$ cat config.mk
export PLATFORM = sky130hd
export DESIGN_NAME = mem_req_arbiter
export DESIGN_NICKNAME = d
export VERILOG_FILES = /design/src/rtl/mem_arb_pkg.sv /design/src/rtl/rr_arb2.sv /design/src/rtl/mem_req_arbiter.sv
export SDC_FILE = /design/constraint.sdc
export NUM_CORES = 1
export LEC_CHECK = 0
export BUFFER_PORTS_ARGS = -buffer_cell sky130_fd_sc_hd__buf_4
export CORE_UTILIZATION = 41
export DETAILED_ROUTE_END_ITERATION = 10
export HOLD_SLACK_MARGIN = 0.05
export PLACE_DENSITY = 0.82
export SLEW_MARGIN = 20
export SYNTH_ARGS = -nofsm -noshare
export SYNTH_HDL_FRONTEND = slang
export SYNTH_SLANG_ARGS = --single-unit
export TNS_END_PERCENT = 1
$ cat constraint.sdc
create_clock -name clk -period 1.6 [get_ports clk]
set_clock_uncertainty 0.1 [all_clocks]
set_input_delay 0.16 -clock clk [delete_from_list [all_inputs] [get_ports clk]]
set_output_delay 0.16 -clock clk [all_outputs]
set_load 0.02 [all_outputs]
$ cat src/rtl/mem_arb_pkg.sv
// mem_arb_pkg: shared FSM/owner types and the MMU address map for the request arbiter.
package mem_arb_pkg;
    typedef enum logic [1:0] {IDLE, WAIT, RESP} state_e;
    typedef enum logic {OWN_INSTR, OWN_DATA} owner_e;

    localparam logic [31:0] GPIO_BASE  = 32'h0000_0101;
    localparam logic [31:0] GPIO_LAST  = 32'h0000_0114;
    localparam logic [31:0] TIMER_ADDR = 32'h0000_0115;
    localparam logic [31:0] SRAM_BASE  = 32'h0000_1000;
    localparam logic [31:0] SRAM_LAST  = 32'h0000_1FFF;
    localparam logic [31:0] EXT_BASE   = 32'h0000_2000;

    function automatic owner_e other(input owner_e o);
        return (o == OWN_INSTR) ? OWN_DATA : OWN_INSTR;
    endfunction
endpackage

$ cat src/rtl/rr_arb2.sv
// rr_arb2: combinational 2-input round-robin picker; a tie goes to the master not served last.
module rr_arb2
    import mem_arb_pkg::*;
(
    input  logic   i_req0,
    input  logic   i_req1,
    input  owner_e i_last,
    output logic   o_valid,
    output owner_e o_owner
);
    assign o_valid = i_req0 | i_req1;
    assign o_owner = (i_req0 & i_req1) ? other(i_last) : (i_req1 ? OWN_DATA : OWN_INSTR);
endmodule

$ cat src/rtl/mem_req_arbiter.sv
// mem_req_arbiter: merges instruction and data masters onto the single MMU request port,
// holding each request stable until answered or timed out, and routing the response back.
module mem_req_arbiter
    import mem_arb_pkg::*;
#(
    parameter int MEM_W   = 32,
    parameter int TIMEOUT = 64
) (
    input  logic               clk,
    input  logic               rst,
    input  logic               i_req,
    input  logic [31:0]        i_addr,
    output logic               i_gnt,
    output logic               i_rvalid,
    output logic               i_err,
    output logic [MEM_W-1:0]   i_rdata,
    input  logic               d_req,
    input  logic               d_we,
    input  logic [31:0]        d_addr,
    input  logic [MEM_W/8-1:0] d_be,
    input  logic [MEM_W-1:0]   d_wdata,
    output logic               d_gnt,
    output logic               d_rvalid,
    output logic               d_err,
    output logic [MEM_W-1:0]   d_rdata,
    output logic               vproc_mem_req_o,
    output logic               vproc_mem_we_o,
    output logic [31:0]        vproc_mem_addr_o,
    output logic [MEM_W/8-1:0] vproc_mem_be_o,
    output logic [MEM_W-1:0]   vproc_mem_wdata_o,
    input  logic               vproc_mem_rvalid_i,
    input  logic               vproc_mem_err_i,
    input  logic [MEM_W-1:0]   vproc_mem_rdata_i
);
    localparam int CW = $clog2(TIMEOUT);

    state_e             r_state, w_state_nxt;
    owner_e             r_owner, r_last, w_pick;
    logic               w_pick_valid, w_timeout, w_done, w_cmp_err;
    logic [CW-1:0]      r_cnt;
    logic               r_gnt, r_rvalid, r_err, r_req, r_we;
    logic [MEM_W-1:0]   r_rdata, r_wdata;
    logic [31:0]        r_addr;
    logic [MEM_W/8-1:0] r_be;

    rr_arb2 u_rr (
        .i_req0  (i_req),
        .i_req1  (d_req),
        .i_last  (r_last),
        .o_valid (w_pick_valid),
        .o_owner (w_pick)
    );

    assign w_timeout = r_cnt == CW'(TIMEOUT - 1);
    assign w_done    = vproc_mem_err_i | vproc_mem_rvalid_i | w_timeout;
    // A silent write is a posted write to timer/GPIO and succeeds; a silent read fails.
    assign w_cmp_err = vproc_mem_err_i | (~vproc_mem_rvalid_i & ~r_we);

    always_comb begin
        w_state_nxt = r_state;
        if (r_state == IDLE) w_state_nxt = w_pick_valid ? WAIT : IDLE;
        else if (r_state == WAIT) w_state_nxt = w_done ? RESP : WAIT;
        else w_state_nxt = IDLE;
    end

    always_ff @(posedge clk or negedge rst) begin
        if (!rst) r_state <= IDLE;
        else r_state <= w_state_nxt;
    end

    always_ff @(posedge clk or negedge rst) begin
        if (!rst) begin
            r_owner  <= OWN_INSTR;
            r_last   <= OWN_DATA;
            r_cnt    <= '0;
            r_gnt    <= 1'b0;
            r_rvalid <= 1'b0;
            r_err    <= 1'b0;
            r_rdata  <= '0;
            r_req    <= 1'b0;
            r_we     <= 1'b0;
            r_addr   <= '0;
            r_be     <= '0;
            r_wdata  <= '0;
        end else begin
            r_gnt    <= 1'b0;
            r_rvalid <= 1'b0;
            r_err    <= 1'b0;
            if (r_state == IDLE) begin
                if (w_pick_valid) begin
                    r_owner <= w_pick;
                    r_gnt   <= 1'b1;
                    r_req   <= 1'b1;
                    r_cnt   <= '0;
                    r_addr  <= (w_pick == OWN_DATA) ? d_addr : i_addr;
                    r_we    <= (w_pick == OWN_DATA) & d_we;
                    r_be    <= (w_pick == OWN_DATA) ? d_be : '1;
                    r_wdata <= (w_pick == OWN_DATA) ? d_wdata : '0;
                end
            end else if (r_state == WAIT) begin
                if (w_done) begin
                    r_req    <= 1'b0;
                    r_cnt    <= '0;
                    r_last   <= r_owner;
                    r_rvalid <= ~w_cmp_err;
                    r_err    <= w_cmp_err;
                    r_rdata  <= (~vproc_mem_err_i & vproc_mem_rvalid_i) ? vproc_mem_rdata_i : '0;
                end else begin
                    r_cnt <= r_cnt + 1'b1;
                end
            end else begin
                r_rdata <= '0;
            end
        end
    end

    assign i_gnt             = r_gnt & (r_owner == OWN_INSTR);
    assign d_gnt             = r_gnt & (r_owner == OWN_DATA);
    assign i_rvalid          = r_rvalid & (r_owner == OWN_INSTR);
    assign d_rvalid          = r_rvalid & (r_owner == OWN_DATA);
    assign i_err             = r_err & (r_owner == OWN_INSTR);
    assign d_err             = r_err & (r_owner == OWN_DATA);
    assign i_rdata           = (r_owner == OWN_INSTR) ? r_rdata : '0;
    assign d_rdata           = (r_owner == OWN_DATA) ? r_rdata : '0;
    assign vproc_mem_req_o   = r_req;
    assign vproc_mem_we_o    = r_we;
    assign vproc_mem_addr_o  = r_addr;
    assign vproc_mem_be_o    = r_be;
    assign vproc_mem_wdata_o = r_wdata;
endmodule

==> results.cfg <==
[floorplanning]
io_pins = 279
die-area_um2 = 13700
rows = 41
core_um2 = 12700
die_h_um = 117
start_util_pct = 42.5
die_width_um = 117

[logic_synthesis]
syn_inst = 470
synth_most_common_cell = dfrtp_1
yosysUniqueCellTypes = 35
synthTopCellsByCount = dfrtp_1 (114), mux2_2 (65), o21ai_0 (40), and2_1 (36), nor2b_1 (35)
async_flop_share_pct = 100
synth_ff_type = dfrtp_1
synth_area_um2 = 5410
seq_area_frac_synth_pct = 53.2
synth_warnings = 0
yosys.area.top_type = dfrtp_1
ys_ff_latch = 115
synthesis.nets = 610
synth_area_per_cell_um2 = 11.5
synth_edf_count = 0
synth_area_leaders = dfrtp_1 (53%), mux2_2 (14%), a22o_1 (5.3%), a22oi_1 (4.4%), and2_1 (4.2%)
netlist.area_leader.share_pct = 52.7

[layout]
areaGrowthSynthToFinish_pct = 86.5
fillCellCount = 689
drive_gt1_share_pct = 48.3
register_area_um2 = 2880
utilization_pct = 79.3
multi_input_area_um2 = 2450
design_area_um2 = 10100
layout.cells.non_filler = 1073
nets = 1027

[timing]
hold_viol = 0
min_period_ns = 1.67
tightestPinTransition_ns = 0.435
timing.final.ws_setup_ns = -0.0722
drv_slew = 0
setup_viol = 102
max_freq_ghz = 0.598
rsz0062_at_grt = true
post-route-period-util_pct = 105
whs_ns = 0.0743
relSlewSlack_pct = 71.0

[clock_network]
root_buffer = clkbuf_16
h-tree-depth = 4
worstSkewPairLatency_ns = 0.40
cts_tree = yes
clockBufferDepth = 2
clock_sinks = 115
clkTransAtPathRegs_ns = 0.05
cts-buffers-inserted = 17

[setup_path]
crit_fanout = 35
end_kind = output port
startpoint_type = flop
crit_type = reg2out
rr_startpoint = r_last
crit_arrival_ns = 1.41
crit_required_ns = 1.34
setup.worst_path.start = r_owner

[placement]
place.gp.congestion = 0.796
dp_cells = 903
placement.io_buffers = 278
hpwl_um = 11000
dpl_cell_area_um2 = 7840

[hold_path]
hold_start = vproc_mem_rvalid_i
worstHoldPathType = in2reg

[flow_run]
maxCapViolCount = 0

[routing]
wl_per_cell_um = 19.1
drt-initial-drc-count = 432
vias_per_cell = 5.38
first_pass_iters = 5
ant_nets = 0
drt-total-wl_um = 20500
vias = 5776
remaining_drc_errors = 0

[grt]
grtUsageTotal_pct = 29.8
grt_remaining_overflow = 0
antenna_found_initial = 1
grt_max_degree = 55
grt_pass1_wl_um = 30400
grt_pass1_vias = 6022

[status]
violations = negative setup slack
status = finished with violations

[power_and_ir_drop]
ir_drop_mv = 0.980
power_density_nw_per_um2 = 1730
power_mw = 17.4
p_leak_nw = 4.69
==> registers in the layout, summed over array words and instances, names as in the netlist <==
| signal | cells |
|---|---|
| vproc_mem_be_o | 4 |
| vproc_mem_addr_o | 32 |
| r_rvalid | 1 |
| r_err | 1 |
| vproc_mem_we_o | 1 |
| r_gnt | 1 |
| vproc_mem_wdata_o | 32 |
| vproc_mem_req_o | 1 |
| r_last | 1 |
| r_rdata | 32 |
| r_owner | 1 |
| r_cnt | 6 |
| r_state | 2 |
==> metal layers <==
metal	up-vias	track usage [%]	share of wire, %
met3	83	7.52	6.8
met4	0	18.0	5.3
met2	321	54.2	52
met5	-	0	0
met1	2822	30.8	36
li1	2550	-	-
==> metrics by stage <==
step                      setup WS, ns  setup TNS, ns
after floorplan                -0.0437          -1.23
after global routing            -0.116          -7.93
final                          -0.0722          -3.30
after detailed placement       -0.0644         -0.337
after global placement         -0.0287        -0.0287
after CTS                      -0.0617          -2.75
==> cells in the final DEF, fill, tap and decap left out, types with 2 or more instances in the layout <==
cell type / count
buf_4: 255
dlygate4sd3_1: 135
dfrtp_1: 112
mux2_2: 65
o21ai_0: 39
buf_6: 38
nand3_1: 34
a22o_1: 33
a22oi_1: 32
and2_1: 27
nor2b_1: 25
clkbuf_16: 17
nor2b_2: 10
and2_4: 9
buf_12: 8
nand2_1: 5
inv_1: 4
o22a_1: 4
bufinv_16: 4
clkinvlp_4: 4
clkinv_4: 3
inv_6: 3
nor2_2: 2
o31ai_1: 2
a211oi_2: 2
or4_1: 2
dfrtp_2: 2
==> cells by family (layout without fill, tap and decap cells) <==
group | Yosys count | after routing | share of synthesized area (%)
AO/OA/AOI/OAI | 121 | 121 | 16.1
adder cells (fa/ha/maj) | 1 | 1 | 0.231
buffers and inverters | 44 | 474 | 3.52
flip-flops | 115 | 115 | 53.2
multiplexers | 65 | 65 | 13.5
other | 0 | 1 | 0
AND/OR/NAND/NOR | 124 | 124 | 13.4
==> report_power, final <==
group	leakage (nW)	internal (mW)	switching [mW]	total, mW
clock network	0.300	2.67	1.43	4.10
logic	2.93	4.00	4.23	8.23
registers	1.45	4.11	0.994	5.10
total	4.69	10.8	6.66	17.4
==> worst paths after layout <==
path | endpoint | slack (ns) | cells past startpoint
max in group asynchronous | vproc_mem_wdata_o[24] | 0.61 | 3
worst min register to register | vproc_mem_be_o[0] | 0.41 | 1
worst min-delay path | r_cnt[5] | 0.07 | 4
worst max-delay path | i_rdata[0] | -0.07 | 3
min in group asynchronous | r_rdata[10] | 0.16 | 2
worst max register to register | vproc_mem_addr_o[15] | -0.06 | 4
==> repair_timing <==
action                                  in CTS  in global routing
pin swaps                                    1                  3
resized for setup                           45                 22
endpoints found under the setup margin      98                137
setup buffers                                1                  0
gates cloned                                 1                  0
hold buffers                               135                  0
endpoints found under the hold margin      217                  0
==> layout make-up <==
type	instances	area share, %
timing repair buffer	437	38.5
clock inverter	14	2.01
inverter	5	0.186
antenna	1	0.0248
sequential	115	28.6
clock buffer	18	4.35
tap	172	2.13
multi-input combinational	311	24.3
==> worst max-delay path: stages, from the launching register on <==
cell	delay, ns
dfrtp_2	0.48
buf_16	0.21
nor2b_1	0.16
buf_4	0.16
Note: power is estimated with default switching activity, not from simulation.
